$ cat config.mk
export PLATFORM = sky130hd
export DESIGN_NAME = ifetch_prefetch_queue
export DESIGN_NICKNAME = d
export VERILOG_FILES = /design/src/rtl/ifetch_prefetch_queue_pkg.sv /design/src/rtl/ifetch_prefetch_queue_fifo.sv /design/src/rtl/ifetch_prefetch_queue.sv
export SDC_FILE = /design/constraint.sdc
export NUM_CORES = 1
export LEC_CHECK = 0
export ABC_AREA = 1
export CAP_MARGIN = 20
export CORE_UTILIZATION = 40
export CTS_BUF_LIST = sky130_fd_sc_hd__clkbuf_4 sky130_fd_sc_hd__clkbuf_8
export CTS_CLUSTER_DIAMETER = 100
export DETAILED_ROUTE_END_ITERATION = 7
export GPL_TIMING_DRIVEN = 0
export PLACE_DENSITY = 0.68
export SLEW_MARGIN = 20
export SYNTH_ARGS = -nofsm -noshare
export SYNTH_HDL_FRONTEND = slang
export SYNTH_SLANG_ARGS = --single-unit
$ cat constraint.sdc
create_clock -name clock -period 52.8 [get_ports clock]
set_input_delay 10.56 -clock clock [delete_from_list [all_inputs] [get_ports clock]]
set_output_delay 10.56 -clock clock [all_outputs]
set_load 0.01 [all_outputs]
$ cat src/rtl/ifetch_prefetch_queue_pkg.sv
// ifetch_prefetch_queue_pkg
// Shared constants and types for the instruction prefetch queue.
//   ILEN / XLEN      : instruction and address widths
//   DEFAULT_RESET_PC : first fetch address after reset
//   NOP_INST         : encoding ifetch substitutes while valid_o is low
//   fetch_entry_t    : one buffered {pc, inst} pair
//   align_pc()       : force a fetch address onto a 4-byte boundary
// No ports (package).
package ifetch_prefetch_queue_pkg;

    localparam int ILEN = 32;
    localparam int XLEN = 64;

    localparam logic [XLEN-1:0] DEFAULT_RESET_PC = 64'h8000_0000;
    localparam logic [ILEN-1:0] NOP_INST         = 32'h0000_0013;

    typedef struct packed {
        logic [XLEN-1:0] pc;
        logic [ILEN-1:0] inst;
    } fetch_entry_t;

    function automatic logic [XLEN-1:0] align_pc(input logic [XLEN-1:0] pc);
        return {pc[XLEN-1:2], 2'b00};
    endfunction

endpackage

$ cat src/rtl/ifetch_prefetch_queue_fifo.sv
// prefetch_fifo
// Circular buffer of {pc, inst} entries for the prefetch queue.
// Ports:
//   clock, reset : core clock, asynchronous active-high reset
//   push, wdata  : write wdata at the tail
//   pop          : drop the head entry
//   flush        : empty the buffer (wins over push/pop)
//   count        : number of stored entries, 0..DEPTH
//   head         : entry at the head (stale when count is 0)
module prefetch_fifo
    import ifetch_prefetch_queue_pkg::*;
#(
    parameter  int DEPTH = 4,
    localparam int PTR_W = $clog2(DEPTH),
    localparam int CNT_W = PTR_W + 1
) (
    input  logic             clock,
    input  logic             reset,
    input  logic             push,
    input  logic             pop,
    input  logic             flush,
    input  fetch_entry_t     wdata,
    output logic [CNT_W-1:0] count,
    output fetch_entry_t     head
);

    fetch_entry_t     mem [DEPTH];
    logic [PTR_W-1:0] rd_ptr;
    logic [PTR_W-1:0] wr_ptr;

    assign head = mem[rd_ptr];

    // Storage is cleared on reset so the head reads as zero out of reset.
    // DEPTH is a power of two, so pointers wrap by plain overflow.
    always_ff @(posedge clock or posedge reset) begin
        if (reset) begin
            rd_ptr <= '0;
            wr_ptr <= '0;
            count  <= '0;
            for (int i = 0; i < DEPTH; i++) begin
                mem[i] <= '0;
            end
        end else if (flush) begin
            rd_ptr <= '0;
            wr_ptr <= '0;
            count  <= '0;
        end else begin
            if (push) begin
                mem[wr_ptr] <= wdata;
                wr_ptr      <= wr_ptr + 1'b1;
            end
            if (pop) begin
                rd_ptr <= rd_ptr + 1'b1;
            end
            if (push && !pop) begin
                count <= count + 1'b1;
            end else if (pop && !push) begin
                count <= count - 1'b1;
            end
        end
    end

    // A push into a full buffer is only legal when the head leaves in the same cycle.
    push_when_full: assert property (@(posedge clock) disable iff (reset)
        !(push && !pop && !flush && count == CNT_W'(DEPTH)));

    pop_when_empty: assert property (@(posedge clock) disable iff (reset)
        !(pop && !flush && count == '0));

endmodule

$ cat src/rtl/ifetch_prefetch_queue.sv
// ifetch_prefetch_queue
// Issues sequential instruction fetches ahead of ifetch and buffers the
// returned {pc, inst} pairs. A redirect flushes the buffer, drops every
// in-flight response and restarts fetch at the new target.
// Optional macro PREFETCH_BYPASS_EN: when the buffer is empty, a fresh
// response is presented on valid_o/inst_o/pc_o in the same cycle.
// Ports:
//   clock, reset        : core clock, asynchronous active-high reset
//   redirect_i          : flush and restart at redirect_pc_i
//   redirect_pc_i       : new fetch target (low two bits ignored)
//   imem_req_o/addr_o   : fetch request and its 4-byte-aligned address
//   imem_gnt_i          : request accepted
//   imem_rvalid_i/rdata : in-order response and instruction word
//   valid_o/inst_o/pc_o : head entry towards ifetch
//   ready_i             : ifetch takes the head
module ifetch_prefetch_queue
    import ifetch_prefetch_queue_pkg::*;
#(
    parameter int              DEPTH    = 4,
    parameter logic [XLEN-1:0] RESET_PC = DEFAULT_RESET_PC
) (
    input  logic            clock,
    input  logic            reset,
    input  logic            redirect_i,
    input  logic [XLEN-1:0] redirect_pc_i,
    output logic            imem_req_o,
    output logic [XLEN-1:0] imem_addr_o,
    input  logic            imem_gnt_i,
    input  logic            imem_rvalid_i,
    input  logic [ILEN-1:0] imem_rdata_i,
    output logic            valid_o,
    output logic [ILEN-1:0] inst_o,
    output logic [XLEN-1:0] pc_o,
    input  logic            ready_i
);

    localparam int CNT_W = $clog2(DEPTH) + 1;
    typedef logic [CNT_W-1:0] cnt_t;
    typedef logic [CNT_W:0]   sum_t;
    localparam sum_t DEPTH_LIM = sum_t'(DEPTH);

    logic [XLEN-1:0] fetch_pc;
    logic [XLEN-1:0] resp_pc;
    cnt_t            outstanding;
    cnt_t            discard;
    cnt_t            count;
    fetch_entry_t    head;
    fetch_entry_t    push_entry;
    logic            grant;
    logic            accept;
    logic            push;
    logic            pop;
    logic            fifo_valid;

    assign fifo_valid = (count != '0);

    // Credits: a request is only issued while every outstanding response
    // is guaranteed a free slot, so the response side never stalls.
    assign imem_req_o  = !reset && !redirect_i &&
                         ((sum_t'(count) + sum_t'(outstanding)) < DEPTH_LIM);
    assign imem_addr_o = fetch_pc;
    assign grant       = imem_req_o && imem_gnt_i;

    // A response is kept only if it is not owed to an earlier redirect
    // and not overtaken by a redirect in this very cycle.
    assign accept     = imem_rvalid_i && (discard == '0) && !redirect_i;
    assign push_entry = '{pc: resp_pc, inst: imem_rdata_i};
    assign pop        = fifo_valid && ready_i && !redirect_i;

`ifdef PREFETCH_BYPASS_EN
    logic bypass;

    // Empty buffer: hand the response straight to ifetch, store it only if not taken.
    assign bypass  = accept && !fifo_valid;
    assign push    = accept && !(bypass && ready_i);
    assign valid_o = fifo_valid || bypass;
    assign inst_o  = bypass ? imem_rdata_i : head.inst;
    assign pc_o    = bypass ? resp_pc      : head.pc;
`else
    assign push    = accept;
    assign valid_o = fifo_valid;
    assign inst_o  = head.inst;
    assign pc_o    = head.pc;
`endif

    // Fetch/response pc and credit counters. On redirect every request
    // still in flight (minus one returning now) becomes a discard.
    always_ff @(posedge clock or posedge reset) begin
        if (reset) begin
            fetch_pc    <= RESET_PC;
            resp_pc     <= RESET_PC;
            outstanding <= '0;
            discard     <= '0;
        end else if (redirect_i) begin
            fetch_pc    <= align_pc(redirect_pc_i);
            resp_pc     <= align_pc(redirect_pc_i);
            outstanding <= outstanding - cnt_t'(imem_rvalid_i);
            discard     <= outstanding - cnt_t'(imem_rvalid_i);
        end else begin
            if (grant) begin
                fetch_pc <= fetch_pc + 64'd4;
            end
            if (accept) begin
                resp_pc <= resp_pc + 64'd4;
            end
            if (imem_rvalid_i && discard != '0) begin
                discard <= discard - 1'b1;
            end
            outstanding <= outstanding + cnt_t'(grant) - cnt_t'(imem_rvalid_i);
        end
    end

    prefetch_fifo #(
        .DEPTH (DEPTH)
    ) u_fifo (
        .clock (clock),
        .reset (reset),
        .push  (push),
        .pop   (pop),
        .flush (redirect_i),
        .wdata (push_entry),
        .count (count),
        .head  (head)
    );

    rvalid_without_request: assert property (@(posedge clock) disable iff (reset)
        !(imem_rvalid_i && outstanding == '0));

endmodule

==> load_flow_metrics.sql <==
INSERT INTO impl_metrics (metric_group, metric, value, unit) VALUES
('placement', 'portBuffers', '257', ''),
('timing', 'final.hold.worst_slack', '0.478', 'ns'),
('timing', 'setup_slack', '29.50', 'ns'),
('timing', 'timing.max_slew.rel_slack', '0.360', ''),
('logic_synthesis', 'synth-edff-count', '0', ''),
('floorplan', 'die_height', '256', 'um'),
('logic_synthesis', 'synth.ff_latch_count', '513', ''),
('logic_synthesis', 'area_share_of_the_largest_cell_type_after_synthesis', '0.496', ''),
('timing', 'final.setup.tns', '0', 'ns'),
('floorplan', 'core_area', '63400', 'um^2'),
('route', 'vias', '25200', ''),
('clock_tree', 'numClockSinks', '513', ''),
('worst_setup_path', 'cp_data_required_time', '42.24', 'ns'),
('timing', 'max_clock_freq', '42.9', 'MHz'),
('logic_synthesis', 'syn-cell-area', '25800', 'um^2'),
('clock_tree', 'cts_repair_resize_count', '0', ''),
('logic_synthesis', 'synth.avg_cell_area', '7.71', 'um^2'),
('worst_setup_path', 'start_kind', 'input pin', ''),
('finish', 'drive_gt1_frac', '0.0773', ''),
('logic_synthesis', 'synth-seq-area-share', '0.498', ''),
('route', 'remaining_drc_errors', '0', ''),
('worst_setup_path', 'timing.rr.start', 'outstanding[2]$_DFF_PP0_', ''),
('clock_tree', 'cts-buffers-inserted', '89', ''),
('logic_synthesis', 'yosys.cell_types.count', '40', ''),
('worst_setup_path', 'worst-path-max-fanout', '76', ''),
('timing', 'final_period_minus_worst_setup_slack', '23.30', 'ns'),
('route', 'dr.pass1.iters', '5', ''),
('clock_tree', 'clk_root_buffer_cell', 'clkbuf_8', ''),
('route', 'route.detailed.wl_per_inst', '20.3', 'um'),
('floorplan', 'io-pin-count', '264', ''),
('worst_setup_path', 'r2r-end', 'outstanding[2]$_DFF_PP0_', ''),
('clock_tree', 'cts_tree', 'done', ''),
('logic_synthesis', 'synth_area_leader_cell', 'dfrtp_1', ''),
('grt', 'grt_start_max_net_pins', '106', ''),
('floorplan', 'initial_utilization', '0.407', ''),
('timing', 'post-route-period-util', '0.441', ''),
('clock_tree', 'cts-htree-levels', '3', ''),
('timing', 'hold_viol', '0', ''),
('timing', 'setup_violations', '0', ''),
('route', 'first_iter_violations', '2580', ''),
('clock_tree', 'cts_max_path_buffers', '3', ''),
('timing', 'final_worst_clock_skew', '0.0389', 'ns'),
('power_and_ir_drop', 'cellLeakagePower', '14.2', 'nW'),
('logic_synthesis', 'postSynth.asyncResetShare', '1.00', ''),
('finish', 'filler_cell_count', '6235', ''),
('worst_setup_path', 'setup.worst_path.end_class', 'output pin', ''),
('route', 'drt_wl_total', '93800', 'um'),
('worst_setup_path', 'timing.critical_path.arrival', '12.74', 'ns'),
('logic_synthesis', 'ys_top_cells_by_area', 'dfrtp_1 (50%), nand2_1 (13%), o21ai_0 (12%)', ''),
('grt', 'globalRouteTotalUtil', '0.285', ''),
('finish', 'multiInputGateArea', '11300', 'um^2'),
('min_path', 'min_to', 'u_fifo.mem[146]$_DFFE_PP0P_', ''),
('run_status', 'status', 'complete, no violations', ''),
('clock_tree', 'cts_post_setup_buffers_inserted', '0', ''),
('worst_setup_path', 'path_class', 'in -> out', ''),
('floorplan', 'die-width', '256', 'um'),
('clock_tree', 'cts_clock_pin_slew_for_the_worst_setup_and_hold_paths', '0.06', 'ns'),
('min_path', 'worst_hold_path.num_cells', '2', ''),
('route', 'vias_per_cell', '5.46', ''),
('route', 'count_of_antenna_violating_nets_left_after_detailed_routing', '0', ''),
('floorplan', 'die_area', '65500', 'um^2'),
('grt', 'grt_first_pass_wirelength', '143000', 'um'),
('worst_setup_path', 'worst-r2r-cell-count', '13', ''),
('logic_synthesis', 'synthesis.instances', '3342', ''),
('logic_synthesis', 'yosys_warnings', '0', ''),
('timing', 'grt_setup_unrepaired', 'no', ''),
('min_path', 'hold_path.class', 'reg -> reg', ''),
('placement', 'dp_worst_setup_slack', '29.43', 'ns'),
('clock_tree', 'clock_insertion_delay_worst_skew', '0.72', 'ns'),
('finish', 'flow.area_growth_from_synthesis', '22.3', '%'),
('finish', 'post-route-util', '0.497', '');
## layout by cell type (no fill, tap or decap), types with 20 or more instances in the layout
master	netlist	routed
dfrtp_1	511	511
nand2_1	889	889
nor3_1	21	21
nor2_1	412	412
clkbuf_1	112	112
buf_2	58	58
o211ai_1	38	38
clkbuf_8	0	117
o22ai_1	96	96
xor2_1	55	55
clkbuf_4	0	21
clkdlybuf4s50_1	0	257
nand4_1	26	26
a21oi_1	20	20
inv_1	232	231
o21ai_0	628	628
nand3_1	107	107
## flip-flops by register name (all words and copies together), names as in the netlist
register       count
discard            3
u_fifo.mem       376
resp_pc           62
imem_addr_o       62
u_fifo.count       3
u_fifo.wr_ptr      2
outstanding        3
u_fifo.rd_ptr      2
## logic make-up after synthesis
kind of cell / after synthesis / share of synthesized area
AO/OA/AOI/OAI: 809 / 0.167
XOR/XNOR: 63 / 0.0214
adder cells (fa/ha/maj): 16 / 0.00835
buffers and inverters: 425 / 0.0654
flip-flops: 513 / 0.498
other: 1 / 0.000145
AND/OR/NAND/NOR: 1515 / 0.239
## critical path: stages
cell             delay [ns]
clkdlybuf4s50_1        0.49
inv_8                  0.30
buf_16                 0.37
nand2_1                0.14
nor3_2                 0.22
clkdlybuf4s50_1        0.57
## metal layers
layer  wire [um]  vias to the layer above  global-route usage
met5           0                        -                   0
met1       39400                    12100               0.384
met3        7560                      242              0.0517
met2       42600                     1198               0.446
li1            -                    11600                   -
met4        4290                        0               0.129
## synth_stat cells, types with 12 or more instances
cell type  instances
nor3_1            21
nand3_1          107
ha_1              14
o21ai_0          628
a21oi_1           20
inv_1            232
nand2_1          889
dfrtp_1          511
clkbuf_1         112
nor2_2            15
nand4_1           26
o22ai_1           96
xor2_1            55
nand2_2           13
buf_2             58
nor2_1           412
inv_2             12
o211ai_1          38
## report_power, final
part           leakage [nW]  total, W  internal [W]  switching, W
combinational          6.40  0.000475      0.000197      0.000278
clock                  1.03  0.000399      0.000223      0.000176
sequential             6.77  0.000542      0.000478     0.0000644
## worst max path at each step
stage               start         end  slack, ns
detailed placement  reset  imem_req_o      29.43
finish              reset  imem_req_o      29.50
CTS                 reset  imem_req_o      29.43
global route        reset  imem_req_o      29.29
global placement    reset  imem_req_o      13.87
floorplan           reset  imem_req_o      20.05
## cell type report
class	count	area share
Clock inverter	18	0.00603
Tap cell	846	0.0336
Clock buffer	138	0.0561
Antenna cell	1	0.0000794
Timing Repair Buffer	262	0.0859
Sequential cell	513	0.407
Multi-Input combinational cell	2407	0.357
Buffer	179	0.0242
Inverter	246	0.0295
## stage by stage
stage | area [um^2] | total power [W] | instances
final | 31500 | 0.00142 | 4610
after global routing | 31500 | 0.00149 | 4609
after CTS | 31500 | 0.00142 | 4609
after detailed placement | 29600 | 0.00102 | 4453
after global placement | 29400 | 0.00101 | 4448
after floorplan | 25800 | 0.000780 | 3345
No activity file was read; power rests on OpenSTA's default activity.
